[src/rtl/wave_gen.sv]
// Multi-channel periodic waveform generator: shared prescaler and phase counter,
// per-channel double-buffered mode/offset config, registered per-channel samples.
module wave_gen #(
  parameter int OUT_W   = 8,
  parameter int PRESC_W = 18,
  parameter int N_CH    = 4,
  localparam int PH_W   = OUT_W + 1,
  localparam int CH_W   = (N_CH > 1) ? $clog2(N_CH) : 1
) (
  input  logic                   clk,
  input  logic                   rst,
  input  logic                   en,
  input  logic [PRESC_W-1:0]     div,
  input  logic                   cfg_we,
  input  logic [CH_W-1:0]        cfg_ch,
  input  logic [1:0]             cfg_mode,
  input  logic [PH_W-1:0]        cfg_offset,
  input  logic                   cfg_apply,
  output logic [N_CH*OUT_W-1:0]  value,
  output logic                   wrap
);

  typedef enum logic [1:0] {
    MODE_TRI    = 2'd0,
    MODE_SAW    = 2'd1,
    MODE_SQUARE = 2'd2,
    MODE_HOLD   = 2'd3
  } mode_e;

  logic [PRESC_W-1:0]           presc_q, presc_d;
  logic [PH_W-1:0]              ph_q, ph_d;
  logic                         wrap_q, wrap_d;
  logic [N_CH-1:0][1:0]         pend_mode_q, pend_mode_d;
  logic [N_CH-1:0][PH_W-1:0]    pend_off_q, pend_off_d;
  logic [N_CH-1:0][1:0]         act_mode_q, act_mode_d;
  logic [N_CH-1:0][PH_W-1:0]    act_off_q, act_off_d;
  logic [N_CH*OUT_W-1:0]        value_q, value_d;
  logic [N_CH-1:0][PH_W-1:0]    ph_sum;
  logic                         tick;
  logic                         commit;

  // >= rather than == so a div lowered below the running count ticks at once
  always_comb begin
    tick    = en && (presc_q >= div);
    presc_d = presc_q;
    ph_d    = ph_q;
    if (tick) begin
      presc_d = '0;
      ph_d    = ph_q + PH_W'(1);
    end else if (en) begin
      presc_d = presc_q + PRESC_W'(1);
    end
    wrap_d = tick && (&ph_q);
    commit = cfg_apply || wrap_d;
  end

  // Commit copies the pending regs as they stand before this edge's write
  always_comb begin
    pend_mode_d = pend_mode_q;
    pend_off_d  = pend_off_q;
    act_mode_d  = act_mode_q;
    act_off_d   = act_off_q;
    for (int c = 0; c < N_CH; c++) begin
      if (commit) begin
        act_mode_d[c] = pend_mode_q[c];
        act_off_d[c]  = pend_off_q[c];
      end
      if (cfg_we && (cfg_ch == CH_W'(c))) begin
        pend_mode_d[c] = cfg_mode;
        pend_off_d[c]  = cfg_offset;
      end
    end
  end

  always_comb begin
    ph_sum  = '0;
    value_d = value_q;
    for (int c = 0; c < N_CH; c++) begin
      ph_sum[c] = ph_q + act_off_q[c];
      case (mode_e'(act_mode_q[c]))
        MODE_TRI: begin
          if (ph_sum[c][PH_W-1]) value_d[c*OUT_W +: OUT_W] = ~ph_sum[c][OUT_W-1:0];
          else                   value_d[c*OUT_W +: OUT_W] =  ph_sum[c][OUT_W-1:0];
        end
        MODE_SAW:    value_d[c*OUT_W +: OUT_W] = ph_sum[c][OUT_W-1:0];
        MODE_SQUARE: value_d[c*OUT_W +: OUT_W] = {OUT_W{ph_sum[c][PH_W-1]}};
        default:     value_d[c*OUT_W +: OUT_W] = value_q[c*OUT_W +: OUT_W];
      endcase
    end
  end

  always_ff @(posedge clk) begin
    if (rst) begin
      presc_q     <= '0;
      ph_q        <= '0;
      wrap_q      <= 1'b0;
      pend_mode_q <= '0;
      pend_off_q  <= '0;
      act_mode_q  <= '0;
      act_off_q   <= '0;
      value_q     <= '0;
    end else begin
      presc_q     <= presc_d;
      ph_q        <= ph_d;
      wrap_q      <= wrap_d;
      pend_mode_q <= pend_mode_d;
      pend_off_q  <= pend_off_d;
      act_mode_q  <= act_mode_d;
      act_off_q   <= act_off_d;
      value_q     <= value_d;
    end
  end

  assign value = value_q;
  assign wrap  = wrap_q;

endmodule

[config.mk]
export PLATFORM = sky130hd
export DESIGN_NAME = wave_gen
export DESIGN_NICKNAME = d
export VERILOG_FILES = /design/src/rtl/wave_gen.sv
export SDC_FILE = /design/constraint.sdc
export NUM_CORES = 1
export LEC_CHECK = 0
export CAP_MARGIN = 20
export CORE_MARGIN = 2
export CORE_UTILIZATION = 40
export DETAILED_ROUTE_END_ITERATION = 7
export GPL_TIMING_DRIVEN = 0
export PLACE_DENSITY = 0.67
export SLEW_MARGIN = 15
export SYNTH_ARGS = -nofsm -noshare
export SYNTH_HDL_FRONTEND = slang
export SYNTH_SLANG_ARGS = --single-unit
[constraint.sdc]
create_clock -name clk -period 3.8 [get_ports clk]
set_input_delay 0.76 -clock clk [delete_from_list [all_inputs] [get_ports clk]]
set_output_delay 0.76 -clock clk [all_outputs]
set_load 0.01 [all_outputs]
Word-level counts from Yosys, hierarchy flattened
Cells that the tools add are included.
{ "totals": {"wordCells": 71, "inputBits": 36, "ff_bits": 148, "out_inout_bits": 33} }
{ "classes": {"n_reduce_logical": 18, "bitwise": 4, "order_cmp": 1, "add_sub_neg": 6, "eq_ne": 11, "mux": 8} }
{ "ops": {"columns": ["operator", "count"], "rows": [
  ["8-bit case mux with 3 select lines", 4],
  ["9-bit adder", 4],
  ["8-bit two-way mux", 4],
  ["8-bit NOT", 4],
  ["18-bit by 1-bit adder with 18-bit output, second input constant", 1],
  ["18-bit greater-or-equal comparator", 1],
  ["2-bit equality test, second input constant", 6],
  ["3-bit nonzero test", 4],
  ["2-bit by 1-bit equality test with 1-bit output, second input constant", 5],
  ["2-bit zero test", 5],
  ["9-bit by 1-bit adder with 9-bit output, second input constant", 1],
  ["9-bit AND reduction", 1],
  ["1-bit logical AND", 6],
  ["2-bit OR reduction", 1],
  ["1-bit logical OR", 1]
]} }

Longest topological paths before layout
Gate-level depths: netlist (run 1).
{ "depth": {"ltp_word": 4, "ltp_mapped": 10, "mapped_depth_nobuf": 9} }

Worst setup path before layout (run 1)
No wires, ideal clock.
{ "synth_timing": {"path_type": "register -> register", "start": "register ph_q[1]", "end": "register value_q[31], in the netlist value[31]", "arrival_time_ns": 2.628, "n_path_buf": 1, "t_required_ns": 3.708, "period_less_slack_ns": 2.721, "setup_time_ns": 0.092, "slack_ns": 1.079, "stages_incl_launch_ff": 10, "cell_sequence": "dfxtp_1 > inv_1 > fa_1 > and2b_1 > o2111a_1 > nor4_1 > or4_1 > buf_2 > and3_1 > o32ai_1"} }
{ "synth_via": {"elab_chain_len": 4} }
{ "synth_lines": {"columns": ["item", "line", "text"], "rows": [
  ["from (decl)", "31", "logic [PH_W-1:0] ph_q, ph_d;"],
  ["from (signal assigned)", "104", "ph_q <= ph_d;"],
  ["9-bit adder *", "79", "ph_sum[c] = ph_q + act_off_q[c];"],
  ["8-bit NOT", "82", "if (ph_sum[c][PH_W-1]) value_d[c*OUT_W +: OUT_W] = ~ph_sum[c][OUT_W-1:0];"],
  ["8-bit two-way mux", "82", null],
  ["8-bit case mux with 3 select lines *", "80", "case (mode_e'(act_mode_q[c]))"],
  ["to (signal assigned)", "110", "value_q <= value_d;"],
  ["to (decl)", "37", "logic [N_CH*OUT_W-1:0] value_q, value_d;"]
]} }
Mark *: on every way between the ends. The rest lies on a longest branch, timed or not.
A chain may end at the register's enable or synchronous reset.

Worst setup path in the final report (run 1)
Ends and elaborated chain as after synthesis.

==> impl_metrics.py, run 1 <==
metrics = {
    "cts": {
        "clock_path_buffers": 2,
        "cts_setup_buffers": 0,
        "clkSlewWorstSetupHoldPaths_ps": 60,
        "cts_resized": 0,
        "cts_buffers": 17,
        "cts_tree": "done",
        "hold_buffers": 0,
        "htree_levels": 4,
        "cts-root-buf": "clkbuf_16",
        "clock_latency_ps": 420,
        "clock_sinks": 148,
    },
    "setup_path": {
        "rr_endpoint": "value[31]",
        "r2r_setup_slack_ps": 520,
        "required_ps": 4130,
        "critical_path_class": "reg2reg",
        "rr_worst_depth": 9,
        "r2r-start": "ph_q[1]",
        "cp.arrival_ps": 3610,
        "critPathLaunchType": "register",
        "cp-end-kind": "register",
        "path_max_fanout": 9,
    },
    "route": {
        "initialDrtViolationCount": 448,
        "antenna_left": 0,
        "viasPerCell": 5.29,
        "dr_wl_met3_um": 824,
        "num_vias": 7609,
        "routed_wirelength_um": 22000,
        "wl_met1_um": 10300,
        "top_layer_used": "met4",
        "first_pass_iters": 4,
        "post-route-drc-count": 0,
        "wire_per_inst_um": 15.3,
        "wl_met2_um": 10400,
    },
    "timing": {
        "period_needed_ps": 3280,
        "fin_skew_ps": 10.1,
        "drv_slew": 0,
        "max_freq_mhz": 305,
        "relSlewSlack_pct": 48.4,
        "setup_viol": 0,
        "hold_viol_final": 0,
        "rsz0062_at_grt": "false",
        "period_share_pct": 86.3,
        "tns_ps": 0,
        "worstMarginPinSlew_ps": 774,
    },
    "floorplanning": {
        "fp.dieW_um": 153,
        "pin_count": 69,
        "start_util_pct": 40.8,
        "rows": 54,
        "core_um2": 21800,
        "die_h_um": 153,
        "die-area_um2": 23500,
    },
    "final_layout": {
        "nNetsFinal": 1250,
        "antennaDiodeCount": 0,
        "utilization_pct": 48.1,
        "syn2layout_area_growth_pct": 17.8,
        "fillers": 2119,
        "final_cell_mix": "dfxtp_1 (148), nand2b_1 (94), nand2_1 (93)",
        "layout_commonest_cell": "dfxtp_1",
        "drive_above_1_share_pct": 4.92,
    },
    "worst_hold_path": {
        "min_path_cells": 2,
        "hold_end": "pend_off_q[31]",
        "hp-class": "reg2reg",
        "hp-start": "pend_off_q[31]",
    },
    "global_route": {
        "antenna_found_initial": 0,
        "grt_overflow": 0,
        "grt_pass1_vias": 6964,
        "grt_usage_pct": 18.6,
        "grt_max_degree": 17,
        "grt_pass1_wl_um": 35300,
    },
    "yosys": {
        "synthSimpleGateAreaFrac_pct": 21.1,
        "synth-compound-area-share_pct": 17.9,
        "synthAdderAreaFrac_pct": 10.0,
        "ys_ff_latch": 148,
        "seq_area_frac_synth_pct": 33.2,
        "netlist_area_um2": 8910,
        "syn_nets": 1164,
        "synthCells": 1059,
        "yosys.cell_types.count": 68,
        "synth_top_family_by_area": "simple AND/OR/NAND/NOR gates",
        "synth-warning-count": 0,
        "synthMuxAreaShare_pct": 8.00,
        "synth-edff-count": 0,
        "synthArstFlopShare_pct": 0,
        "post_synth_xor_area_fraction_pct": 4.48,
        "syn_area_per_cell_um2": 8.42,
        "synth_flop_cell": "dfxtp_1",
    },
    "power_and_ir_drop": {
        "ir_drop_v": 0.000281,
        "powerDensity_nw_per_um2": 334,
        "leakage_uw": 0.00426,
    },
    "place": {
        "routabilityCongestion": 0.857,
        "hpwl_um": 16300,
        "port_buffers": 67,
    },
    "run_status": {
        "status": "complete, no violations",
    },
    "flow_run": {
        "maxCapViolCount": 0,
    },
}
## logic make-up after synthesis
family	after synthesis
simple gates	371
mux	71
flops	148
compound gates	240
fa+ha+maj	69
buf+inv	117
xor+xnor	43
## layer usage
layer,track usage [%],up-vias
met5,0,-
met4,6.22,0
met3,3.01,24
met2,30.8,127
met1,24.6,3561
li1,-,3897
## metrics by stage
step	hold slack, ps	setup slack [ps]	area, µm²	total power, µW	cells
after floorplan	437	1080	8910	1810	1059
after global placement	444	129	9930	1920	1406
after detailed placement	448	103	9930	1920	1406
after CTS	456	530	10500	3530	1438
after global routing	471	356	10500	3630	1438
final	457	522	10500	3510	1438
## worst max-delay path by stage
stage | startpoint | endpoint | slack, ps | cells past startpoint
3_3_place_gp | div[13] | presc_q[13] | 130 | 11
3_5_place_dp | div[13] | presc_q[12] | 100 | 11
6_report | ph_q[1] | value[31] | 520 | 9
2_1_floorplan | ph_q[1] | value[31] | 1080 | 9
5_1_grt | ph_q[1] | value[26] | 360 | 9
4_1_cts | div[13] | presc_q[5] | 530 | 11
## power breakdown
group / total [µW] / switching (µW) / internal (µW) / leakage, µW
registers: 1600 / 19.5 / 1580 / 0.00120
logic: 287 / 155 / 132 / 0.00279
clock network: 1620 / 680 / 938 / 0.000273
## registers in the layout, summed over array words and instances, names as in the netlist
signal	count
ph_q	9
value	32
wrap	1
presc_q	18
act_off_q	36
pend_mode_q	8
pend_off_q	36
act_mode_q	8
## worst max-delay path, stage by stage, from the launching register on
cell      delay, ps
dfxtp_1         660
inv_1           330
fa_1            510
and2b_1         240
o2111a_1        250
nor4_1           90
or4_1           520
buf_2           170
and3_1          170
o32ai_1         250
## cell usage after synthesis, types with 13 or more instances
library cell / n / area, µm²
dfxtp_1: 148 / 2960
nand2b_1: 94 / 588
nand2_1: 93 / 349
a21oi_1: 78 / 390
nor2_1: 75 / 282
inv_1: 72 / 270
mux2i_1: 69 / 691
ha_1: 65 / 813
o21ai_0: 41 / 205
clkbuf_1: 27 / 101
xnor2_1: 22 / 193
nand3_1: 21 / 105
nor3_1: 21 / 105
xor2_1: 18 / 158
a211oi_1: 17 / 128
o31a_1: 13 / 114
## area by class of cell
| class | instances | area (µm²) | share of cell area, % |
|---|---|---|---|
| multi-input combinational | 794 | 5490 | 52.3 |
| sequential | 148 | 2960 | 28.2 |
| timing repair buffer | 67 | 671 | 6.39 |
| clock buffer | 21 | 460 | 4.39 |
| tap | 280 | 350 | 3.34 |
| inverter | 72 | 270 | 2.57 |
| buffer | 45 | 194 | 1.85 |
| clock inverter | 11 | 104 | 0.989 |
Power figures use the tool's default switching activity.
==> run 2, diff against run 1 <==
CTS_CLUSTER_SIZE = 40   (was default)
GPL_ROUTABILITY_DRIVEN = 0   (was default)
==> results of run 2 <==
Same layout as run 1: the final DEF is identical, and so are final timing and power.
